==> config.mk <==
export PLATFORM = sky130hd
export DESIGN_NAME = pipe_sched
export DESIGN_NICKNAME = d
export VERILOG_FILES = /design/src/rtl/pipe_sched_pkg.sv /design/src/rtl/pipe_sched_skid.sv /design/src/rtl/pipe_sched.sv
export SDC_FILE = /design/constraint.sdc
export NUM_CORES = 1
export LEC_CHECK = 0
export ABC_AREA = 1
export CORE_MARGIN = 2
export CORE_UTILIZATION = 41
export DETAILED_ROUTE_END_ITERATION = 10
export GPL_TIMING_DRIVEN = 1
export PLACE_DENSITY = 0.79
export SYNTH_ARGS = -nofsm -noshare
export SYNTH_HDL_FRONTEND = slang
export SYNTH_SLANG_ARGS = --single-unit
==> constraint.sdc <==
create_clock -name clk -period 3.9 [get_ports clk]
set_clock_uncertainty 0.15 [all_clocks]
set_input_delay 0.585 -clock clk [delete_from_list [all_inputs] [get_ports clk]]
set_output_delay 0.585 -clock clk [all_outputs]
set_load 0.02 [all_outputs]
==> src/rtl/pipe_sched_pkg.sv <==
// Shared definitions for the pipe_sched scheduler.
//
// Holds the flush state encoding and the helper that sizes the occupancy
// counter. The counter must represent every token that can be in flight:
// LAT in the delay chain plus up to two in the optional skid buffer.
package pipe_sched_pkg;

    // Flush handshake states: normal streaming, draining, one-cycle done.
    typedef enum logic [1:0] {
        RUN   = 2'd0,
        DRAIN = 2'd1,
        DONE  = 2'd2
    } state_t;

    // Width of the occupancy counter for a chain of the given latency.
    function automatic int occ_width(input int lat);
        return $clog2(lat + 3);
    endfunction

endpackage

==> src/rtl/pipe_sched_skid.sv <==
// Two-entry skid buffer for pipe_sched.
//
// Catches results leaving the external delay chain so the chain can keep
// moving for a couple of cycles after downstream stops accepting. The entry
// at slot0 is always the oldest and is presented on head.
//
// Ports:
//   clk    - clock, rising edge
//   rst    - asynchronous active-high reset, empties the buffer
//   push   - write din this cycle (caller guarantees count < 2)
//   pop    - drop the head entry this cycle (caller guarantees count > 0)
//   din    - data to capture
//   head   - oldest stored entry
//   count  - number of valid entries, 0..2
module pipe_sched_skid #(
    parameter int WID = 8
) (
    input  logic           clk,
    input  logic           rst,
    input  logic           push,
    input  logic           pop,
    input  logic [WID-1:0] din,
    output logic [WID-1:0] head,
    output logic [1:0]     count
);

    logic [WID-1:0] slot0;
    logic [WID-1:0] slot1;

    // Entries shift toward slot0 on pop; a push lands in the first free slot
    // after any pop of the same cycle has been accounted for.
    always_ff @(posedge clk or posedge rst) begin
        if (rst) begin
            slot0 <= '0;
            slot1 <= '0;
            count <= 2'd0;
        end else begin
            case ({push, pop})
                2'b10: begin
                    if (count == 2'd0) begin
                        slot0 <= din;
                    end else begin
                        slot1 <= din;
                    end
                    count <= count + 2'd1;
                end
                2'b01: begin
                    slot0 <= slot1;
                    count <= count - 2'd1;
                end
                2'b11: begin
                    if (count == 2'd1) begin
                        slot0 <= din;
                    end else begin
                        slot0 <= slot1;
                        slot1 <= din;
                    end
                end
                default: ;
            endcase
        end
    end

    assign head = slot0;

endmodule

==> src/rtl/pipe_sched.sv <==
// Valid/ready scheduler wrapped around an external fixed-latency delay chain.
//
// The chain itself lives outside this block; pipe_sched tracks which chain
// stages hold real tokens (v), decides when the chain may advance (dp_ce),
// exposes a valid/ready handshake on both sides, counts tokens in flight and
// runs a flush handshake that stops intake until the pipeline is empty.
//
// Build option: define PIPE_SCHED_SKID_EN to add a two-entry skid buffer on
// the output, which breaks the combinational o_ready -> dp_ce path at the
// cost of one extra cycle of latency.
//
// Ports:
//   clk        - sole clock, rising edge
//   rst        - asynchronous active-high reset
//   ce         - global clock enable, low freezes all state
//   i_valid    - upstream request
//   i_ready    - request accepted when i_valid & i_ready
//   dp_ce      - enable for every stage of the external chain
//   dp_o       - output of the external chain
//   o_valid    - result available
//   o_ready    - downstream accepts result
//   o_data     - result word (zero when o_valid is low)
//   flush_req  - request to drain the pipeline
//   flush_done - one-cycle pulse once the pipeline is empty after a flush
//   occ        - tokens in flight (chain plus skid)
module pipe_sched
    import pipe_sched_pkg::*;
#(
    parameter  int WID  = 8,
    parameter  int LAT  = 4,
    localparam int OCCW = occ_width(LAT)
) (
    input  logic            clk,
    input  logic            rst,
    input  logic            ce,
    input  logic            i_valid,
    output logic            i_ready,
    output logic            dp_ce,
    input  logic [WID-1:0]  dp_o,
    output logic            o_valid,
    input  logic            o_ready,
    output logic [WID-1:0]  o_data,
    input  logic            flush_req,
    output logic            flush_done,
    output logic [OCCW-1:0] occ
);

    state_t         state;
    state_t         state_next;
    logic [LAT-1:0] v;
    logic [LAT-1:0] v_shift;
    logic           space;
    logic           accept;
    logic           pop;
    logic           tail;

    assign tail   = v[LAT-1];
    assign accept = i_valid & i_ready;
    assign pop    = o_valid & o_ready & ce;

`ifdef PIPE_SCHED_SKID_EN
    logic [1:0]     skid_count;
    logic [WID-1:0] skid_head;
    logic           skid_push;

    // A token leaving the chain is captured whenever the chain advances.
    assign skid_push = tail & dp_ce;

    pipe_sched_skid #(.WID(WID)) u_skid (
        .clk   (clk),
        .rst   (rst),
        .push  (skid_push),
        .pop   (pop),
        .din   (dp_o),
        .head  (skid_head),
        .count (skid_count)
    );

    // Room is judged from the skid count register alone, so o_ready never
    // reaches dp_ce combinationally.
    assign space   = (skid_count != 2'd2);
    assign o_valid = (skid_count != 2'd0);
    assign o_data  = o_valid ? skid_head : '0;
`else
    assign space   = o_ready;
    assign o_valid = tail;
    assign o_data  = o_valid ? dp_o : '0;
`endif

    // The chain may advance unless its last stage holds a token with nowhere
    // to go. Held low during reset so the external chain stays frozen.
    assign dp_ce = ce & ~rst & (~tail | space);

    // Next contents of the valid tracker: shift by one stage, new token (or
    // bubble) enters stage 0. Written this way so LAT = 1 needs no special case.
    always_comb begin
        v_shift    = v << 1;
        v_shift[0] = accept;
    end

    // Valid tracker moves in lockstep with the external chain.
    always_ff @(posedge clk or posedge rst) begin
        if (rst) begin
            v <= '0;
        end else if (dp_ce) begin
            v <= v_shift;
        end
    end

    // Occupancy follows the two handshakes; simultaneous accept and pop
    // cancel out.
    always_ff @(posedge clk or posedge rst) begin
        if (rst) begin
            occ <= '0;
        end else begin
            case ({accept, pop})
                2'b10:   occ <= occ + OCCW'(1);
                2'b01:   occ <= occ - OCCW'(1);
                default: ;
            endcase
        end
    end

    // Flush state register.
    always_ff @(posedge clk or posedge rst) begin
        if (rst) begin
            state <= RUN;
        end else begin
            state <= state_next;
        end
    end

    // Flush sequencing. Every transition waits for ce so a low ce freezes the
    // handshake. DRAIN always lasts at least one cycle, even when the
    // pipeline is already empty, because occ is checked from DRAIN itself.
    always_comb begin
        state_next = state;
        if (ce) begin
            case (state)
                RUN:     if (flush_req) state_next = DRAIN;
                DRAIN:   if (occ == '0) state_next = DONE;
                DONE:    state_next = RUN;
                default: state_next = RUN;
            endcase
        end
    end

    // Intake is open only while streaming; the done pulse is gated by ce so
    // it cannot appear during a frozen cycle.
    always_comb begin
        i_ready    = dp_ce & (state == RUN);
        flush_done = ce & (state == DONE);
    end

endmodule

==> results of run 1 <==
[power by group through the flow]
stage	Sequential [mW]	Clock, mW	Combinational (mW)
global placement	0.181	0	0.286
CTS	0.182	0.0716	0.293
detailed placement	0.183	0	0.291
floorplan	0.189	0	0.165
finish	0.180	0.0705	0.289
global route	0.189	0.0765	0.319
[sequential cells by signal, indices dropped and copies added (netlist names)]
signal	count
state	2
occ	3
v	4
[per-stage QoR]
stage | cells | util, %
global placement | 117 | 65.7
detailed placement | 117 | 65.7
finish | 121 | 67.7
CTS | 121 | 67.7
floorplan | 75 | -
global route | 121 | 67.7
[placed cells by master, fill, tap and decap left out]
master	synthesis	final
nand2_1	24	24
dfrtp_1	9	9
inv_1	20	20
xnor2_1	1	1
clkdlybuf4s50_1	0	28
nor2_2	1	1
xor2_1	1	1
nand2_4	1	1
clkbuf_1	0	1
fa_1	1	1
nand3_1	2	2
clkbuf_4	0	3
a21oi_2	1	1
nand3_2	1	1
nor2_1	2	2
nand3_4	1	1
o21ai_0	4	4
inv_4	1	1
nor3_1	2	2
nand3b_1	1	1
ha_1	1	1
[cell families after synthesis]
| group | count (synthesis) | synth area share, % |
|---|---|---|
| AOI/OAI and AO/OA | 5 | 5.08 |
| buffers and inverters | 22 | 16.3 |
| and+or+nand+nor | 35 | 30.0 |
| adders and majority gates | 2 | 5.74 |
| DFF | 9 | 39.7 |
| xor gates and xnor gates | 2 | 3.09 |
[how the worst min path moves through the flow]
stage	endpoint	start
after floorplan	occ[0]	rst
after CTS	v[0]	v[0]
after global placement	v[2]	v[2]
after detailed placement	v[0]	v[0]
after global routing	v[3]	v[2]
final	v[0]	v[0]
[worst max-delay path, cell delays in order]
cell             delay [ns]
clkdlybuf4s50_1        0.39
inv_1                  0.33
nand3_4                0.15
nor3_1                 0.15
clkdlybuf4s50_1        0.63
[routing by layer]
metal	up-vias	GRT usage, %
li1	281	-
met1	236	18.6
met2	28	27.7
met3	2	4.89
met4	0	9.68
met5	-	0
[layout make-up]
class	instances	area [um2]
fillers	115	420
repair buffers	28	280
multi-input cells	44	249
flip-flops and latches	9	225
inverters	21	81.3
clock buffers	4	26.3
well taps	15	18.8
==> metrics.yaml, run 1 <==
status:
  status: "finished, final reports clean"
yosys:
  ys_seq_area_share_pct: 39.7
  synth_most_common_cell: "nand2_1"
  synth_area_leader_cell: "dfrtp_1"
  syn_area_um2: 567
  synthDistinctLibCells: 19
  syn_area_per_cell_um2: 7.56
  synthFlopType: "dfrtp_1"
  ys_ff_latch: 9
  synth_top_area_share_pct: 39.7
  synth_commonest_cells: "nand2_1, inv_1, dfrtp_1"
  synth-edff-count: 0
  synthCells: 75
  synth_fp_nets: 91
  synth.area.top_cells: "dfrtp_1, nand2_1, inv_1"
  synth-async-reset-ratio_pct: 100
  yosysWarnings: 0
power_and_ir_drop:
  p_leak_nw: 0.470
  clockPowerShare_pct: 13.1
  switching_power_uw: 231
  switching_share_pct: 42.8
  fin_total_pwr_uw: 540
  internal_power_uw: 309
  p_per_area_nw_per_um2: 613
  comb_power_share_pct: 53.6
  irDropWorstVdd_uv: 323
  seqPwrFrac_pct: 33.4
route:
  vias: 547
  antenna_left: 0
  wl_um: 1240
  wl_per_cell_um: 10.2
  initialDrtViolationCount: 9
  routed.top_layer: "met4"
  wl_met3_um: 174
  drc: 0
  wl_met2_um: 558
  dr.pass1.iters: 4
  wl_met1_um: 492
  viasPerCell: 4.52
placed_design:
  dpl.hpwl_um: 1050
  pre_cts_ws_ns: 0.904
  portBuffers: 28
  dpl_cell_area_um2: 855
  place_congestion: 0.689
critical_path:
  reg2reg_slack_ns: 1.72
  rr_endpoint: "occ[2]"
  worstSetupEndpoint: "i_ready"
  endpoint_kind: "output port"
  reg2reg_depth: 9
  arrival_ns: 2.24
  worstPathRequired_ns: 3.16
  critPathMaxFanout: 10
  setup.worst_path.start: "rst"
  crit_type: "in2out"
  reg2reg_from: "v[3]"
  critPathLaunchType: "primary input"
sta:
  relSlewSlack_pct: 71.4
  rsz0062_at_grt: "no"
  min_period_ns: 2.97
  whs_ns: 0.331
  worst_pin_slew_ns: 0.428
  period_share_pct: 76.3
  finalHoldViolCount: 0
  setup_tns_ns: 0
  setup_viol: 0
  slew_viol_final: 0
  clock.fmax_mhz: 336
  layout_setup_ws_ns: 0.926
floorplan:
  die_y_um: 41.2
  coreArea_um2: 1300
  row_count: 13
  die_w_um: 41.2
  dieArea_um2: 1700
  start_util_pct: 43.6
  ios: 29
grt:
  grt_overflow: 0
  antenna_found_initial: 0
  grt_max_degree: 12
  grt_pass1_wl_um: 1750
  grt_pass1_vias: 424
  global_route.usage.total_pct: 16.6
min_path:
  worstHoldPathCells: 2
  hold_class: "reg2reg"
clock_network:
  post_cts_buffers: 0
  htreeDepth: 1
  cts_sinks: 9
  root_buffer: "clkbuf_4"
  cts_tree: "done"
  clkLatencyLatePin_ns: 0.26
  cts_max_path_buffers: 2
  cts.clk_slew.worst_paths_ns: 0.06
  holdBufCountCts: 0
  ctsResizeCount: 0
  cts_made_buffers: 3
layout:
  antenna_cells: 0
  area_growth_pct: 55.4
  final_cell_area_um2: 881
  nNetsFinal: 123
  drive_gt1_share_pct: 8.49
flow_run:
  cap_viol_max_count: 0
(Power assumes the default switching activity.)
==> inputs of run 2 (changes only) <==
- CORE_UTILIZATION: 41 -> 38
- PLACE_DENSITY: 0.79 -> 0.74
- clock period: 3.9 -> 3.1 ns (I/O delays scaled with it)
==> run 2 against run 1 <==
Net effect: register-to-register slack lost 0.71 ns; flip-flop and latch count is the same; worst hold slack gained 0.00080 ns; critical path depth grew 1; non-clock buffer count grew 1; total power grew 27%; die area grew 7.1%; largest cell class unchanged.
==> metrics.yaml, run 2 (same netlist as run 1, synthesis figures left out) <==
layout:
  antenna_cells: 0  # unchanged
  multi_input_area_um2: 249  # unchanged
  largest_register_ffs: 4  # unchanged
  area_growth_pct: 56.7  # was 55.4%
  final_cell_area_um2: 888  # was 881 um2
  fillCellCount: 110  # was 115
  top_regs: "v: 4 flops, occ: 3 flops, state: 2 flops"  # unchanged
  drive_gt1_share_pct: 9.35  # was 8.49%
  nNetsFinal: 124  # was 123
  regMostFlops: "v"  # unchanged
  layout_commonest_cell: "clkdlybuf4s50_1"  # unchanged
  final_cells: 122  # was 121
  final_cell_mix: "clkdlybuf4s50_1, nand2_1, inv_1"  # unchanged
  register_area_um2: 225  # unchanged
route:
  wl_met2_um: 613  # was 558 um
  antenna_left: 0  # unchanged
  wl_um: 1340  # was 1240 um
  initialDrtViolationCount: 12  # was 9
  vias: 547  # unchanged
  dr.pass1.iters: 4  # unchanged
  viasPerCell: 4.48  # was 4.52
  wl_per_cell_um: 10.9  # was 10.2 um
  drc: 0  # unchanged
  wl_met3_um: 119  # was 174 um
  wl_met1_um: 602  # was 492 um
  routed.top_layer: "met3"  # was met4
placed_design:
  dpl.cell_count: 118  # was 117
  place_congestion: 0.745  # was 0.689
  dpl_cell_area_um2: 862  # was 855 um2
  portBuffers: 28  # unchanged
  pre_cts_ws_ns: 0.522  # was 0.904 ns
  dpl.hpwl_um: 1100  # was 1050 um
sta:
  period_share_pct: 82.9
  setup_tns_ns: 0  # unchanged
  setup_viol: 0  # unchanged
  rsz0062_at_grt: "no"  # unchanged
  min_period_ns: 2.57
  slew_viol_final: 0  # unchanged
  worst_pin_slew_ns: 0.365  # was 0.428 ns
  clock.fmax_mhz: 389
  relSlewSlack_pct: 75.7  # was 71.4%
  layout_setup_ws_ns: 0.530  # was 0.926 ns
  finalHoldViolCount: 0  # unchanged
floorplan:
  die_y_um: 42.6  # was 41.2 um
  die_w_um: 42.6  # was 41.2 um
  coreArea_um2: 1350  # was 1300 um2
  ios: 29  # unchanged
  dieArea_um2: 1820  # was 1700 um2
  row_count: 13  # unchanged
  start_util_pct: 42.0  # was 43.6%
power_and_ir_drop:
  p_leak_nw: 0.475  # was 0.470 nW
  irDropWorstVdd_uv: 440  # was 323 uV
  p_per_area_nw_per_um2: 773  # was 613 nW/um2
  fin_total_pwr_uw: 687  # was 540 uW
min_path:
  hold_class: "reg2reg"  # unchanged
  holdPathEnd: "v[0]"  # unchanged
  hp-start: "v[0]"  # unchanged
  worstHoldPathCells: 2  # unchanged
critical_path:
  reg2reg_depth: 8  # was 9
  crit_type: "in2out"  # unchanged
  reg2reg_from: "v[3]"  # unchanged
  worstPathRequired_ns: 2.48  # was 3.16 ns
  rr_endpoint: "occ[2]"  # unchanged
  reg2reg_slack_ns: 1.01  # was 1.72 ns
  arrival_ns: 1.95  # was 2.24 ns
  critPathLaunchType: "primary input"  # unchanged
  critPathMaxFanout: 5  # was 10
  endpoint_kind: "output port"  # unchanged
clock_network:
  ctsResizeCount: 0  # unchanged
  cts_tree: "done"  # unchanged
  cts_max_path_buffers: 2  # unchanged
  clkLatencyLatePin_ns: 0.26  # about the same
  cts.clk_slew.worst_paths_ns: 0.06  # about the same
  holdBufCountCts: 0  # unchanged
  cts_made_buffers: 3  # unchanged
  htreeDepth: 1  # unchanged
  root_buffer: "clkbuf_4"  # unchanged
  cts_sinks: 9  # unchanged
  post_cts_buffers: 0  # unchanged
flow_run:
  cap_viol_max_count: 0  # unchanged
grt:
  grt_pass1_vias: 547  # was 424
  global_route.usage.total_pct: 17.2  # was 16.6%
  grt_max_degree: 12  # unchanged
  antenna_found_initial: 0  # unchanged
  grt_pass1_wl_um: 2350  # was 1750 um
  grt_overflow: 0  # unchanged
status:
  status: "finished, final reports clean"  # unchanged
==> run 2: worst max path at each step <==
stage	from	depth (start not counted)	slack [ns]	to
2_1_floorplan	rst	8	1.02	occ[1]
3_3_place_gp	o_ready	6	0.55	i_ready
3_5_place_dp	o_ready	6	0.52	i_ready
4_1_cts	o_ready	6	0.51	i_ready
5_1_grt	o_ready	6	0.41	i_ready
6_report	o_ready	6	0.53	i_ready
==> run 2: routing by layer <==
layer	vias up	global-route usage, %
met4	0	7.50
met1	235	22.8
met3	0	4.31
li1	281	-
met5	-	0
met2	31	26.1
==> run 2: layout make-up <==
class	count	area share (%)
repair buffers	29	32.4
multi-input cells	44	28.0
flip-flops and latches	9	25.4
inverters	21	9.15
clock buffers	4	2.96
well taps	15	2.11
==> run 2: through the flow <==
step                      hold WS, ns  utilization, %
after floorplan                 0.174               -
after global routing            0.378            65.8
after global placement          0.312            63.9
after CTS                       0.336            65.8
after detailed placement        0.321            63.9
final                           0.332            65.8
==> run 2: power by group <==
group	internal [mW]	switching, mW	total [mW]
Sequential	0.170	0.0586	0.229
Clock	0.0495	0.0405	0.0900
Combinational	0.171	0.197	0.368
Total	0.391	0.296	0.687
==> run 2: critical path: stages <==
cell and delay, ns:
clkdlybuf4s50_1 0.47, inv_1 0.07, nand2_4 0.07, nand3_4 0.10, nor3_1 0.15, clkdlybuf4s50_1 0.63
==> inputs of run 3 (changes only) <==
- clock period: 3.1 -> 2.4 ns (I/O delays scaled with it)
==> run 3 against run 2 <==
Net effect: register-to-register slack lost 0.54 ns; count of clock-buffer cells in the layout did not move; highest routed layer is now met4; global-route usage fell by 1.6 points; sequential share of layout area down 0.42 points; flip-flop and latch count is the same; first-iteration DRC count fell by 50%; largest power group unchanged; design area up 1.7%; die area unchanged; total power grew 29%; wire length shrank 9.1%; clock power increased by 27%.
==> metrics.yaml, run 3 (same netlist as run 1, synthesis figures left out) <==
status:
  status: "finished, final reports clean"  # unchanged
power_and_ir_drop:
  switching_power_uw: 374  # was 296 uW
  p_leak_nw: 0.485  # was 0.475 nW
  irDropWorstVdd_uv: 536  # was 440 uV
  seqPwrFrac_pct: 31.7  # was 33.3%
  switching_share_pct: 42.1  # was 43.1%
  clockPowerShare_pct: 12.8  # was 13.1%
  p_per_area_nw_per_um2: 983  # was 773 nW/um2
  internal_power_uw: 514  # was 391 uW
  fin_total_pwr_uw: 888  # was 687 uW
  comb_power_share_pct: 55.5  # was 53.6%
grt:
  met2_usage_pct: 24.2  # was 26.1%
  use_met3_pct: 4.31  # unchanged
  grt_overflow: 0  # unchanged
  grt.busiest_layer: "met2"  # unchanged
  global_route.usage.total_pct: 15.5  # was 17.2%
  grt_pass1_vias: 526  # was 547
  grt_max_degree: 10  # was 12
  use_met1_pct: 19.5  # was 22.8%
  grt_pass1_wl_um: 2170  # was 2350 um
  antenna_found_initial: 0  # unchanged
route:
  wl_per_cell_um: 9.79  # was 10.9 um
  wl_um: 1210  # was 1340 um
  drc: 0  # unchanged
  antenna_left: 0  # unchanged
  vias: 567  # was 547
  dr.pass1.iters: 4  # unchanged
  viasPerCell: 4.57  # was 4.48
  initialDrtViolationCount: 6  # was 12
clock_network:
  cts.clk_slew.worst_paths_ns: 0.06  # about the same
  cts_sinks: 9  # unchanged
  holdBufCountCts: 0  # unchanged
  cts_max_path_buffers: 2  # unchanged
  ctsResizeCount: 0  # unchanged
  cts_tree: "done"  # unchanged
  htreeDepth: 1  # unchanged
  root_buffer: "clkbuf_4"  # unchanged
  clkLatencyLatePin_ns: 0.26  # about the same
  post_cts_buffers: 0  # unchanged
  cts_made_buffers: 3  # unchanged
layout:
  top_regs: "v: 4 flops, occ: 3 flops, state: 2 flops"  # unchanged
  layout_commonest_cell: "clkdlybuf4s50_1"  # unchanged
  fillCellCount: 112  # was 110
  nNetsFinal: 126  # was 124
  antenna_cells: 0  # unchanged
  largest_register_ffs: 4  # unchanged
  regMostFlops: "v"  # unchanged
  final_cell_area_um2: 903  # was 888 um2
  register_area_um2: 225  # unchanged
  multi_input_area_um2: 249  # unchanged
  final_cell_mix: "clkdlybuf4s50_1, nand2_1, inv_1"  # unchanged
  area_growth_pct: 59.4  # was 56.7%
  final_cells: 124  # was 122
  drive_gt1_share_pct: 11.0  # was 9.35%
critical_path:
  reg2reg_depth: 8  # unchanged
  max_stage_delay_ns: 0.63  # about the same
  endpoint_kind: "output port"  # unchanged
  cp_slowest_cell: "clkdlybuf4s50_1"  # unchanged
  crit_top_cell: "clkdlybuf4s50_1"  # unchanged
  arrival_ns: 1.81  # was 1.95 ns
  critPathLaunchType: "primary input"  # unchanged
  path_buf_inv: 2  # was 3
  cp_top_family: "buffers and inverters"  # unchanged
  rr_endpoint: "occ[2]"  # unchanged
  critPathMaxFanout: 5  # unchanged
  reg2reg_from: "v[3]"  # unchanged
  reg2reg_slack_ns: 0.47  # was 1.01 ns
  crit_chain: "clkdlybuf4s50_1 -> nand3_4 -> nor3_1 -> clkdlybuf4s50_1"  # was clkdlybuf4s50_1 -> inv_1 -> nand2_4 -> nand3_4 -> nor3_1 -> clkdlybuf4s50_1
  worstPathRequired_ns: 1.89  # was 2.48 ns
  path_depth: 4  # was 6
  crit_type: "in2out"  # unchanged
floorplan:
  die_y_um: 42.6  # unchanged
  die_w_um: 42.6  # unchanged
  ios: 29  # unchanged
  row_count: 13  # unchanged
  start_util_pct: 42.0  # unchanged
  dieArea_um2: 1820  # unchanged
  coreArea_um2: 1350  # unchanged
sta:
  rsz0062_at_grt: "no"  # unchanged
  slew_viol_final: 0  # unchanged
  setup_viol: 0  # unchanged
  relSlewSlack_pct: 85.5  # was 75.7%
  clock.fmax_mhz: 431
  period_share_pct: 96.8
  finalHoldViolCount: 0  # unchanged
  min_period_ns: 2.32
  setup_tns_ns: 0  # unchanged
  layout_setup_ws_ns: 0.0772  # was 0.530 ns
  worst_pin_slew_ns: 0.217  # was 0.365 ns
placed_design:
  dpl.hpwl_um: 1020  # was 1100 um
  pre_cts_ws_ns: 0.0151  # was 0.522 ns
  dpl.cell_count: 120  # was 118
  place_congestion: 0.762  # was 0.745
  dpl_cell_area_um2: 877  # was 862 um2
  portBuffers: 28  # unchanged
min_path:
  hold_class: "in2async"  # was reg2reg
flow_run:
  cap_viol_max_count: 0  # unchanged
-- run 3: cell types whose count changed in the layout (fill, tap and decap cells not counted) --
| cell | delta |
|---|---|
| buf_4 | +2 |
-- run 3: through the flow --
stage	hold WS [ns]	utilization [%]
floorplan	0.0691	-
finish	0.318	66.9
detailed placement	0.321	65.0
global route	0.348	66.9
global placement	0.313	65.0
CTS	0.316	66.9
-- run 3: power by group through the flow --
stage / Clock, mW / Combinational [mW] / Sequential [mW]
5_1_grt: 0.127 / 0.548 / 0.290
6_report: 0.114 / 0.492 / 0.282
3_5_place_dp: 0 / 0.494 / 0.282
3_3_place_gp: 0 / 0.489 / 0.280
4_1_cts: 0.119 / 0.500 / 0.282
2_1_floorplan: 0 / 0.269 / 0.308
-- run 3: layer usage --
layer / vias up / wire [um]
li1: 287 / -
met3: 2 / 125
met2: 30 / 545
met5: - / 0
met4: 0 / 8
met1: 248 / 533
-- run 3: final cells by class --
class / count / share of cell area (%)
Sequential cell: 9 / 24.9
Tap cell: 15 / 2.08
Multi-Input combinational cell: 44 / 27.6
Clock buffer: 4 / 2.91
Inverter: 21 / 9.00
Timing Repair Buffer: 31 / 33.5
-- run 3: worst max-delay path by stage --
| stage | slack [ns] | endpoint | start |
|---|---|---|---|
| 2_1_floorplan | 0.39 | occ[2] | v[3] |
| 3_3_place_gp | 0.07 | i_ready | ce |
| 3_5_place_dp | 0.02 | occ[2] | ce |
| 4_1_cts | 0.07 | i_ready | ce |
| 5_1_grt | 0.008 | i_ready | o_ready |
| 6_report | 0.08 | i_ready | ce |
-- run 3: tightest hold or removal path: cells and delay by family --
family	cells	cell delay [ns]
buf+inv	3	0.71
